File: src/rtl/sub64_seq_pkg.sv
// sub64_seq_pkg
// Shared definitions for the sequential 64-bit subtractor.
//   - slice width / slice count defaults
//   - FSM state encoding
//   - NZCV bit positions inside the flags register
//   - CLA group width used by the 16-bit slice
package sub64_seq_pkg;

  localparam int SLICE_W_DEF  = 16;
  localparam int N_SLICES_DEF = 4;

  // Lookahead group width inside the 16-bit slice (4 groups of 4 bits).
  localparam int CLA_GRP_W = 4;

  typedef enum logic [1:0] {
    ST_IDLE = 2'd0,
    ST_RUN  = 2'd1,
    ST_DONE = 2'd2
  } state_t;

  // Bit positions of the ARM flags in the packed NZCV register.
  localparam int FLAG_V = 0;
  localparam int FLAG_C = 1;
  localparam int FLAG_Z = 2;
  localparam int FLAG_N = 3;

endpackage

File: src/rtl/sub64_seq_sub16_slice.sv
// sub16_slice
// Combinational 16-bit a + ~b + cin built from four 4-bit lookahead groups.
// Group propagate/generate feed a lookahead carry network; carries inside
// each group are then derived from the group carry-in.
// Ports:
//   i_a, i_b  16-bit operands (i_b is inverted internally)
//   i_cin     carry-in (1 = no borrow)
//   o_sum     16-bit result
//   o_cout    carry-out of bit 15
//   o_c15     carry into bit 15 (used for signed overflow)
module sub16_slice
  import sub64_seq_pkg::*;
(
  input  logic [15:0] i_a,
  input  logic [15:0] i_b,
  input  logic        i_cin,
  output logic [15:0] o_sum,
  output logic        o_cout,
  output logic        o_c15
);

  localparam int N_GRP = 16 / CLA_GRP_W;

  logic [15:0]      w_p;
  logic [15:0]      w_g;
  logic [N_GRP-1:0] w_gp;
  logic [N_GRP-1:0] w_gg;
  logic [N_GRP:0]   w_gc;
  logic [15:0]      w_c;

  assign w_p = i_a ^ ~i_b;
  assign w_g = i_a & ~i_b;

  always_comb begin
    w_gp = '0;
    w_gg = '0;
    for (int j = 0; j < N_GRP; j++) begin
      w_gp[j] = &w_p[j*CLA_GRP_W +: CLA_GRP_W];
      w_gg[j] = w_g[j*4+3]
              | (w_p[j*4+3] & w_g[j*4+2])
              | (w_p[j*4+3] & w_p[j*4+2] & w_g[j*4+1])
              | (w_p[j*4+3] & w_p[j*4+2] & w_p[j*4+1] & w_g[j*4]);
    end
  end

  // Second-level lookahead across the four groups.
  assign w_gc[0] = i_cin;
  assign w_gc[1] = w_gg[0] | (w_gp[0] & i_cin);
  assign w_gc[2] = w_gg[1] | (w_gp[1] & w_gg[0]) | (w_gp[1] & w_gp[0] & i_cin);
  assign w_gc[3] = w_gg[2] | (w_gp[2] & w_gg[1]) | (w_gp[2] & w_gp[1] & w_gg[0])
                 | (w_gp[2] & w_gp[1] & w_gp[0] & i_cin);
  assign w_gc[4] = w_gg[3] | (w_gp[3] & w_gg[2]) | (w_gp[3] & w_gp[2] & w_gg[1])
                 | (w_gp[3] & w_gp[2] & w_gp[1] & w_gg[0])
                 | (w_gp[3] & w_gp[2] & w_gp[1] & w_gp[0] & i_cin);

  // Bit carries within each group start from that group's lookahead carry.
  always_comb begin
    logic v_c;
    w_c = '0;
    v_c = 1'b0;
    for (int j = 0; j < N_GRP; j++) begin
      v_c = w_gc[j];
      for (int i = 0; i < CLA_GRP_W; i++) begin
        w_c[j*CLA_GRP_W+i] = v_c;
        v_c = w_g[j*CLA_GRP_W+i] | (w_p[j*CLA_GRP_W+i] & v_c);
      end
    end
  end

  assign o_sum  = w_p ^ w_c;
  assign o_cout = w_gc[N_GRP];
  assign o_c15  = w_c[15];

endmodule

File: src/rtl/sub64_seq.sv
// sub64_seq
// Sequential 64-bit subtractor with ARM NZCV flags. One 16-bit slice is
// computed per cycle; the operation takes four RUN beats and the result
// is presented over a valid/ready handshake.
// Build option: SUB64_SBC_EN adds the cin port (SBC: a - b - 1 + cin);
// without it the initial carry is constant 1 (plain subtract).
// Ports:
//   clk, rst              clock, async active-high reset
//   in_valid / in_ready   operand handshake
//   a, b                  minuend, subtrahend
//   cin                   SBC carry-in (SUB64_SBC_EN builds only)
//   out_valid / out_ready result handshake
//   d                     difference
//   flag_n/z/c/v          NZCV, C = NOT borrow
//
// state | meaning
// IDLE  | ready for operands
// RUN   | computing slice k, one per cycle
// DONE  | result and flags held until consumed
module sub64_seq
  import sub64_seq_pkg::*;
#(
  parameter int SLICE_W  = SLICE_W_DEF,
  parameter int N_SLICES = N_SLICES_DEF
) (
  input  logic        clk,
  input  logic        rst,
  input  logic        in_valid,
  output logic        in_ready,
  input  logic [63:0] a,
  input  logic [63:0] b,
`ifdef SUB64_SBC_EN
  input  logic        cin,
`endif
  output logic        out_valid,
  input  logic        out_ready,
  output logic [63:0] d,
  output logic        flag_n,
  output logic        flag_z,
  output logic        flag_c,
  output logic        flag_v
);

  localparam int DATA_W = SLICE_W * N_SLICES;
  localparam int K_W    = $clog2(N_SLICES);
  localparam logic [K_W-1:0] K_LAST = K_W'(N_SLICES - 1);

  state_t              r_state;
  state_t              w_state_nxt;
  logic [K_W-1:0]      r_k;
  logic                r_carry;
  logic [DATA_W-1:0]   r_a;
  logic [DATA_W-1:0]   r_b;
  logic [DATA_W-1:0]   r_d;
  logic [3:0]          r_flags;

  logic                w_init_carry;
  logic                w_accept;
  logic                w_last;
  logic [SLICE_W-1:0]  w_sum;
  logic                w_cout;
  logic                w_c15;
  logic                w_zero;

`ifdef SUB64_SBC_EN
  assign w_init_carry = cin;
`else
  assign w_init_carry = 1'b1;
`endif

  assign w_accept = in_valid && in_ready;
  assign w_last   = (r_k == K_LAST);

  // Operands are shifted right each beat, so slice k always sits in the
  // low SLICE_W bits and no variable part-select is needed.
  sub16_slice u_slice (
    .i_a   (r_a[SLICE_W-1:0]),
    .i_b   (r_b[SLICE_W-1:0]),
    .i_cin (r_carry),
    .o_sum (w_sum),
    .o_cout(w_cout),
    .o_c15 (w_c15)
  );

  // On the last beat r_d[DATA_W-1:SLICE_W] holds slices 0..N-2.
  assign w_zero = (w_sum == '0) && (r_d[DATA_W-1:SLICE_W] == '0);

  always_ff @(posedge clk or posedge rst) begin
    if (rst) begin
      r_state <= ST_IDLE;
    end else begin
      r_state <= w_state_nxt;
    end
  end

  always_comb begin
    w_state_nxt = r_state;
    in_ready    = 1'b0;
    out_valid   = 1'b0;
    case (r_state)
      ST_IDLE: begin
        in_ready = 1'b1;
        if (in_valid) w_state_nxt = ST_RUN;
      end
      ST_RUN: begin
        if (w_last) w_state_nxt = ST_DONE;
      end
      ST_DONE: begin
        out_valid = 1'b1;
        if (out_ready) w_state_nxt = ST_IDLE;
      end
      default: w_state_nxt = ST_IDLE;
    endcase
  end

  always_ff @(posedge clk or posedge rst) begin
    if (rst) begin
      r_k     <= '0;
      r_carry <= 1'b0;
      r_a     <= '0;
      r_b     <= '0;
      r_d     <= '0;
      r_flags <= '0;
    end else begin
      case (r_state)
        ST_IDLE: begin
          if (w_accept) begin
            r_a     <= a;
            r_b     <= b;
            r_k     <= '0;
            r_carry <= w_init_carry;
          end
        end
        ST_RUN: begin
          r_a     <= r_a >> SLICE_W;
          r_b     <= r_b >> SLICE_W;
          r_d     <= {w_sum, r_d[DATA_W-1:SLICE_W]};
          r_carry <= w_cout;
          r_k     <= r_k + K_W'(1);
          if (w_last) begin
            r_flags[FLAG_N] <= w_sum[SLICE_W-1];
            r_flags[FLAG_Z] <= w_zero;
            r_flags[FLAG_C] <= w_cout;
            r_flags[FLAG_V] <= w_c15 ^ w_cout;
          end
        end
        default: ;
      endcase
    end
  end

  assign d      = r_d;
  assign flag_n = r_flags[FLAG_N];
  assign flag_z = r_flags[FLAG_Z];
  assign flag_c = r_flags[FLAG_C];
  assign flag_v = r_flags[FLAG_V];

endmodule

File: config.mk
export PLATFORM = sky130hd
export DESIGN_NAME = sub64_seq
export DESIGN_NICKNAME = d
export VERILOG_FILES = /design/src/rtl/sub64_seq_pkg.sv /design/src/rtl/sub64_seq_sub16_slice.sv /design/src/rtl/sub64_seq.sv
export SDC_FILE = /design/constraint.sdc
export NUM_CORES = 1
export LEC_CHECK = 0
export CELL_PAD_IN_SITES_DETAIL_PLACEMENT = 2
export CELL_PAD_IN_SITES_GLOBAL_PLACEMENT = 2
export CORE_MARGIN = 2
export CORE_UTILIZATION = 35
export CTS_BUF_LIST = sky130_fd_sc_hd__clkbuf_8
export DETAILED_ROUTE_END_ITERATION = 8
export GPL_ROUTABILITY_DRIVEN = 0
export PLACE_DENSITY = 0.95
export RECOVER_POWER = 50
export SYNTH_ARGS = -nofsm -noshare
export SYNTH_HDL_FRONTEND = slang
export SYNTH_SLANG_ARGS = --single-unit
File: constraint.sdc
create_clock -name clk -period 16.3 [get_ports clk]
set_clock_uncertainty 0.15 [all_clocks]
set_input_delay 3.26 -clock clk [delete_from_list [all_inputs] [get_ports clk]]
set_output_delay 3.26 -clock clk [all_outputs]
set_load 0.02 [all_outputs]
* Word level (Yosys, flattened, before mapping)
Index checks and enable logic that the tools add are counted.
Cells by class: add/sub/neg operators 1, eq/ne operators 7, mux-type cells 14, bitwise logic cells 87, reductions and logical operators 13
Operators with widths (number):
- case mux 64 bit (2 select lines) | 2
- two-way mux 64 bit | 2
- AND 1 bit | 48
- logical NOT 48 bit | 1
- bitwise OR 1 bit | 34
- XOR 16 bit | 2
- AND 16 bit | 1
- logical NOT 16 bit | 1
- NOT 16 bit | 1
- AND reduction 4 bit | 4
- two-way mux 2 bit | 4
- inequality test 2 bit (second input constant) | 4
- case mux 2 bit (3 select lines) | 1
- equality test 2 bit (second input constant) | 2
- case mux 2 bit (2 select lines) | 1
- AND reduction 2 bit | 2
- two-way mux 1 bit | 3
- AND reduction 3 bit | 1
- adder 2 x 1 -> 2 bit (second input constant) | 1
- equality test 2 x 1 -> 1 bit (second input constant) | 1
- logical AND 1 bit | 2
- logical NOT 2 bit | 1
- case mux 1 bit (2 select lines) | 1
- nonzero test 2 bit | 1
- XOR 1 bit | 1
Storage, ports and cells: bits in registers 201, bits of input ports 132, word-level logic and storage cells 129

* Longest topological paths before layout
Gate-level depths: netlist of the first run.
depth in word-level cells 19, depth in mapped cells 14

* Hierarchy
Synthesis of the first run repeated with hierarchy kept, for this count alone.
Unflattened totals: cell total of the unflattened synthesis 1027, area, all modules 9715.6 um^2
Modules (own cells, without submodules):
- sub64_seq | instances 1, cells an instance 933, area an instance 8949.8 um^2
- sub16_slice | instances 1, cells an instance 94, area an instance 765.7 um^2

* Worst setup path after synthesis of the first run
Ideal clock, no wire load.
path kind reg2out, from register r_state[0], to output port in_ready, arrival 1356 ps, required time 12890 ps, path slack 11534 ps, cell stages (with the launch flop) 6, cell sequence dfrtp_1 > buf_2 > clkbuf_1 > clkbuf_1 > clkbuf_1 > nor2_1
On the way: word-level cells in the longest chain between the ends 2
RTL lines:
- start: declaration | RTL line sub64_seq.sv:48 | state_t r_state;
- start signal: assignment | RTL line sub64_seq.sv:92 | r_state <= w_state_nxt;
- logical NOT 2 bit | RTL line sub64_seq.sv:100 | case (r_state)
- two-way mux 1 bit | RTL line sub64_seq.sv:100
- end: declaration | RTL line sub64_seq.sv:29 | output logic in_ready,
No other way between the ends.

==> results of run 1 <==
[per-layer routing]
metal	wire length [um]	global-route usage, %	part of all wire, %
met5	26	0	0.065
met4	1990	14.1	5.0
met3	2380	5.06	5.9
met2	20000	48.5	50
met1	15800	34.4	39
[cell families (layout without fill, tap and decap cells)]
family / count (synthesis) / count (layout) / synth area share, %
simple gates: 298 / 298 / 14.8
buf+inv: 105 / 306 / 4.36
compound gates: 349 / 349 / 23.1
fa+ha+maj: 29 / 29 / 4.73
other cells: 0 / 1 / 0
flops: 201 / 201 / 52.5
mux: 1 / 1 / 0.118
xor+xnor: 4 / 4 / 0.366
[sequential cells by signal, summed over array words and instances, names as in the netlist]
register,cells
r_state,2
r_carry,1
d,64
r_a,64
r_flags,4
r_k,2
r_b,64
[synth_stat cells (all sizes together) (3+ instances only)]
cell     number  area [um2]
o21ai       112         561
xnor2         3        26.3
and3b         6        52.6
inv          29         109
ha           17         213
nand4         9        56.3
fa           12         240
a22o         33         289
nand2       181         679
nand2b        3        18.8
clkbuf       51         191
a21oi        81         409
a2bb2oi      23         201
nor2b        70         438
dfrtp       201        5030
buf          25         118
nor4         12        75.1
a22oi        90         676
nand3         3        15.0
nor2          6        22.5
[power groups by stage]
stage               sequential (mW)  combinational (mW)  clock [mW]
global route                   1.01                1.35       0.515
finish                        0.987                1.24       0.486
floorplan                     0.927               0.680           0
CTS                           0.983                1.23       0.497
detailed placement            0.979                1.18           0
global placement              0.950                1.08           0
[area by class of cell]
cell class | count | area share, %
diodes | 1 | 0.0200
clock buffers | 44 | 4.85
clock inverters | 24 | 0.892
inverters | 29 | 0.882
multi-input cells | 681 | 33.2
flip-flops and latches | 201 | 40.3
well taps | 341 | 3.42
repair buffers | 209 | 16.5
[per-stage QoR]
stage          util [%]  setup slack, ps
2_1_floorplan         -             7410
3_3_place_gp       43.9            10600
3_5_place_dp       43.9            10580
4_1_cts            46.6            10360
5_1_grt            46.5             6960
6_report           46.5             7880
[how the worst max path moves through the flow]
| stage | start | endpoint | slack (ps) | depth (start not counted) |
|---|---|---|---|---|
| after floorplan | rst | d[0] | 7410 | 1 |
| after global placement | rst | r_b[8] | 10600 | 3 |
| after detailed placement | rst | r_a[4] | 10580 | 3 |
| after CTS | r_state[0] | out_valid | 10360 | 3 |
| after global routing | rst | r_state[1] | 6960 | 2 |
| final | rst | r_state[1] | 7880 | 2 |
[cells in the final DEF (no fill, tap or decap), types with 2 or more instances in the layout]
cell type        Yosys  routed
o21bai_1             2       2
clkinv_2             0       7
nor4_1              12      12
a2bb2oi_1           23      23
clkbuf_8             0      44
nand4_1              9       9
a21oi_1             80      80
a22o_1              33      33
nand3_1              3       3
nor2b_1             70      69
nand2_1            181     181
xnor2_1              3       3
buf_4                0       6
nor3_1               2       2
nor2_1               6       5
ha_1                17      17
a22oi_1             90      90
inv_1               29      42
dfrtp_1            201     200
or4_1                2       2
and3b_1              6       6
a31oi_1              2       2
clkdlybuf4s50_1      0     199
clkinvlp_4           0       2
nand2b_1             3       2
fa_1                12      12
clkbuf_1            51       3
o21ai_0            112     112
==> summary.md, run 1 <==
| Metric | Value |
|---|---|
| GRT Total Usage | `28.3%` |
| # fillers | `2799` |
| RR Startpoint | `r_state[0]` |
| Dpl cells | `1461` |
| Vias in the first global route | `10.2k` |
| CTS root buffer | `clkbuf_8` |
| Synthesized area | `0.00958 mm2` |
| Hold Crit Class | `reg -> reg` |
| DRC viols | `0` |
| Relative slew slack | `-300%` |
| Hold Path End | `d[4]` |
| WHS Path Cells | `2` |
| Int Pwr | `1.45 mW` |
| Post-synth EDFFs | `0` |
| VDD IR-drop max | `0.135 mV` |
| Initial antenna violation count | `3` |
| Setup crit end kind | `async pin` |
| CTS tree | `yes` |
| Delay-heaviest family, CP | `buffers and inverters` |
| H-tree levels | `2` |
| Setup Crit Path Kind | `in -> async` |
| Synthesis-stage register bit count | `201` |
| Main synth FF type | `dfrtp_1` |
| Setup crit start kind | `input port` |
| Hold Slack | `326 ps` |
| Via density | `5.88` |
| Status | `complete, but fails checks` |
| R2R Path End | `r_a[9]` |
| Post-CTS Repair Setup Buffers | `0` |
| CTS resizes | `0` |
| Distinct cell type count after synthesis | `38` |
| Max-Cap Viols | `6` |
| Die X-Extent | `169 um` |
| DR vias | `8990` |
| Post-DP Area | `0.0118 mm2` |
| Multi-input gate area | `0.00414 mm2` |
| NetSw | `1.26 mW` |
| I/O Buffers | `201` |
| Die Area | `0.0287 mm2` |
| Setup slack, reg-to-reg | `9140 ps` |
| Avg Synthesized Cell Area | `9.70 um2` |
| Sequential Area | `0.00503 mm2` |
| Post-CTS Hold Buffers | `0` |
| Data arrival, critical path | `7160 ps` |
| Reg power frac | `36.4%` |
| Worst path cell trace | `dlygate4sd3_1, clkinvlp_2` |
| CP max-delay cell | `clkinvlp_2` |
| Global-route congestion overflow total | `0` |
| WL per Instance | `26.2 um` |
| First-pass GRT wire length | `62.1 mm` |
| FFs w/ async S/R, synth | `100%` |
| Row count | `60` |
| Pwr dens | `217 mW/mm2` |
| DRT antenna net count | `0` |
| DP HPWL | `26.0 mm` |
| Fin. max-slew vios | `509` |
| Initial core utilization | `35.6%` |
| Clock share of power | `17.9%` |
| Comb power frac | `45.7%` |
| Failing checks | `max-capacitance violations, max-slew violations` |
| Count of final setup violators | `0` |
| Setup TNS | `0 ps` |
| TritonCTS Buffers | `38` |
| Mapped Cells | `987` |
| Share of post-route cells with drive strength above 1 | `5.64%` |
| Insertion delay to the later sink of the worst-skew pair | `580 ps` |
| Clk slew on worst S/H paths | `60 ps` |
| Sw frac | `46.4%` |
| F_max | `0.119 GHz` |
| Tcrit/Tclk final | `51.6%` |
| Io pins | `202` |
| Worst-path fanout max | `129` |
| Area growth syn-to-layout | `30.4%` |
| Final std cells w/o fill | `1530` |
| HP Start | `d[4]` |
| Nets@finish | `1321` |
| Height of the die | `169 um` |
| Synth Net Count | `1148` |
| Worst Tran Pin Value | `5960 ps` |
| Register area share after synthesis | `52.5%` |
| Post-Route WL | `40.1 mm` |
| Pin count of the biggest net entering global routing | `130` |
| Leakage | `5.49 nW` |
| DR iter-0 viols | `812` |
| Worst reg-to-reg path cell count | `4` |
| Placeable Area | `0.0269 mm2` |
| Worst path bufs/invs | `2` |
| Tot Pwr | `2.71 mW` |
| Unrepaired setup endpoints after global routing | `false` |
| CTS sink count | `201` |
| Slowest stage delay, CP | `3310 ps` |
| WP data required | `15050 ps` |
| Hold Vio Cnt, Final | `0` |
| Final min period | `8420 ps` |
| Ys Warns | `0` |
| Final instance area | `0.0125 mm2` |
| CTS max path bufs | `3` |
| Iteration count of the initial detailed-routing pass | `5` |
No activity file was read; power rests on OpenSTA's default activity.
==> run 2, diff against run 1 <==
--- a/config.mk
+++ b/config.mk
@@ -8,11 +8,11 @@
 export CELL_PAD_IN_SITES_DETAIL_PLACEMENT = 2
 export CELL_PAD_IN_SITES_GLOBAL_PLACEMENT = 2
 export CORE_MARGIN = 2
-export CORE_UTILIZATION = 35
+export CORE_UTILIZATION = 29
 export CTS_BUF_LIST = sky130_fd_sc_hd__clkbuf_8
 export DETAILED_ROUTE_END_ITERATION = 8
 export GPL_ROUTABILITY_DRIVEN = 0
-export PLACE_DENSITY = 0.95
+export PLACE_DENSITY = 0.85
 export RECOVER_POWER = 50
 export SYNTH_ARGS = -nofsm -noshare
 export SYNTH_HDL_FRONTEND = slang
==> constraint.sdc (replaced) <==
create_clock -name clk -period 7.5 [get_ports clk]
set_clock_uncertainty 0.15 [all_clocks]
set_input_delay 1.5 -clock clk [delete_from_list [all_inputs] [get_ports clk]]
set_output_delay 1.5 -clock clk [all_outputs]
set_load 0.02 [all_outputs]
==> summary.md, run 2 (synthesis results as in run 1) <==
| Metric | Value |
|---|---|
| Status | `complete, but fails checks` |
| Failing checks | `max-capacitance violations, max-slew violations` |
| VDD IR-drop max | `0.142 mV (+4.8%)` |
| DRT antenna net count | `0 (unchanged)` |
| TritonCTS Buffers | `37 (-2.6%)` |
| Global-route congestion overflow total | `0 (unchanged)` |
| CTS max path bufs | `3 (unchanged)` |
| Setup TNS | `0 ps (unchanged)` |
| Die Area | `0.0345 mm2 (+20%)` |
| Sequential Area | `0.00504 mm2 (about the same)` |
| Relative slew slack | `-168% (+130 points)` |
| Multi-input gate area | `0.00413 mm2 (-0.18%)` |
| WP depth | `4 (+2)` |
| Final min period | `5450 ps` |
| DP HPWL | `24.9 mm (-4.2%)` |
| Hold Crit Class | `reg -> reg` |
| Delay-heaviest family, CP | `buffers and inverters` |
| Pin count of the biggest net entering global routing | `83 (-36%)` |
| WP data required | `7760 ps (-7290 ps)` |
| Leakage | `5.52 nW (+0.51%)` |
| Setup Crit Path Kind | `reg -> reg` |
| Initial antenna violation count | `3 (unchanged)` |
| Data arrival, critical path | `5710 ps (-1450 ps)` |
| Setup crit end kind | `flip-flop` |
| Unrepaired setup endpoints after global routing | `false` |
| Pwr dens | `454 mW/mm2 (+110%)` |
| Post-CTS Repair Setup Buffers | `0 (unchanged)` |
| Tot Pwr | `5.75 mW (+110%)` |
| Fin. max-slew vios | `307 (-40%)` |
| CTS resizes | `0 (unchanged)` |
| First-pass GRT wire length | `56.1 mm (-9.7%)` |
| H-tree levels | `2 (unchanged)` |
| WL per Instance | `22.0 um (-16%)` |
| Worst-path fanout max | `82 (-36%)` |
| Final Util | `39.0% (-7.5 points)` |
| Final instance area | `0.0127 mm2 (+1.5%)` |
| Clk slew on worst S/H paths | `60 ps (about the same)` |
| Post-CTS Hold Buffers | `0 (unchanged)` |
| Hold Vio Cnt, Final | `0 (unchanged)` |
| NetSw | `2.54 mW (+100%)` |
| WHS Path Cells | `2 (unchanged)` |
| Slowest stage delay, CP | `2830 ps (-480 ps)` |
| Height of the die | `186 um (+9.6%)` |
| Most frequent cells in the layout | `dfrtp_1 (199), clkdlybuf4s50_1 (199), nand2_1 (181), o21ai_0 (112), a22oi_1 (90)` |
| Via density | `5.24 (-11%)` |
| Insertion delay to the later sink of the worst-skew pair | `550 ps (-30 ps)` |
| CTS root buffer | `clkbuf_8` |
| Vias in the first global route | `9519 (-6.8%)` |
| Die X-Extent | `186 um (+9.6%)` |
| Sw frac | `44.2% (-2.2 points)` |
| Area growth syn-to-layout | `32.4%` |
| Post-DP Area | `0.0120 mm2 (+1.2%)` |
| CP max-delay cell | `clkbuf_1` |
| Setup slack, reg-to-reg | `2050 ps (-7090 ps)` |
| I/O Buffers | `201 (unchanged)` |
| Antenna cells | `0 (-1)` |
| Row count | `66 (+10%)` |
| Initial core utilization | `29.4% (-6.2 points)` |
| Setup crit start kind | `flip-flop` |
| # fillers | `3529 (+26%)` |
| Count of final setup violators | `0 (unchanged)` |
| GRT Total Usage | `21.1% (-7.2 points)` |
| Placeable Area | `0.0325 mm2 (+21%)` |
| Int Pwr | `3.21 mW (+120%)` |
| Worst path bufs/invs | `1 (-1)` |
| Worst Tran Pin Value | `4030 ps (-1940 ps)` |
| Comb power frac | `45.6% (about the same)` |
| DRC viols | `0 (unchanged)` |
| Tcrit/Tclk final | `72.6%` |
| F_max | `0.184 GHz` |
| Nets@finish | `1322 (+0.076%)` |
| Io pins | `202 (unchanged)` |
| Share of post-route cells with drive strength above 1 | `6.05% (+0.41 points)` |
| DR vias | `8556 (-4.8%)` |
| Max-Cap Viols | `5 (-1)` |
| CTS sink count | `201 (unchanged)` |
| Reg power frac | `35.4% (-1.0 points)` |
| Worst reg-to-reg path cell count | `4 (unchanged)` |
| Worst path cell trace | `nor2b_1, clkbuf_1, nand2_1, a32o_1` |
| Iteration count of the initial detailed-routing pass | `4 (-1)` |
| Clock share of power | `19.0% (+1.1 points)` |
| Post-Route WL | `35.9 mm (-11%)` |
| CTS tree | `yes` |
| DR iter-0 viols | `425 (-48%)` |
-- run 2: changes by cell type in the layout (fill, tap and decap cells not counted), sizes merged --
cell	delta
clkinvlp	-2
inv	-2
clkbuf	+6
diode	-1
clkinv	-2
buf	+2
-- run 2: cell type report --
class / instances / share of cell area [%]
Sequential cell: 201 / 39.7
Multi-Input combinational cell: 681 / 32.6
Timing Repair Buffer: 211 / 16.3
Clock buffer: 50 / 5.43
Tap cell: 442 / 4.36
Inverter: 29 / 0.868
Clock inverter: 18 / 0.681
-- run 2: path summary, 6_finish.rpt --
kind	from	to
min in group asynchronous	rst	r_a[18]
worst max-delay path	r_state[0]	r_flags[2]
worst max register to register	r_state[0]	r_flags[2]
worst min-delay path	d[7]	d[7]
worst min register to register	d[7]	d[7]
max in group asynchronous	rst	r_state[0]
-- run 2: tightest hold or removal path: stages (launching register included) --
cell and delay, ps:
dfrtp_1 340, nand2_1 50, nand2_1 60
-- run 2: metrics by stage --
stage	instances	worst slack (ps)	hold WS (ps)
floorplan	987	368	301
global placement	1564	3710	306
detailed placement	1564	3630	328
CTS	1632	3150	342
global route	1632	1670	378
finish	1632	2050	336
-- run 2: power groups by stage --
stage / clock, mW / sequential (mW) / combinational (mW)
final: 1.09 / 2.04 / 2.62
after detailed placement: 0 / 2.05 / 2.61
after global routing: 1.17 / 2.10 / 2.91
after global placement: 0 / 2.02 / 2.47
after floorplan: 0 / 2.01 / 1.48
after CTS: 1.12 / 2.04 / 2.64
-- run 2: metal layers --
| layer | part of all wire [%] | up-vias | global-route usage (%) | routed length, um |
|---|---|---|---|---|
| met4 | 3.5 | 6 | 8.22 | 1240 |
| met5 | 0.12 | - | 0 | 44 |
| met2 | 47 | 249 | 34.6 | 16900 |
| met3 | 5.4 | 64 | 4.15 | 1950 |
| met1 | 44 | 4389 | 27.6 | 15800 |
| li1 | - | 3848 | - | - |
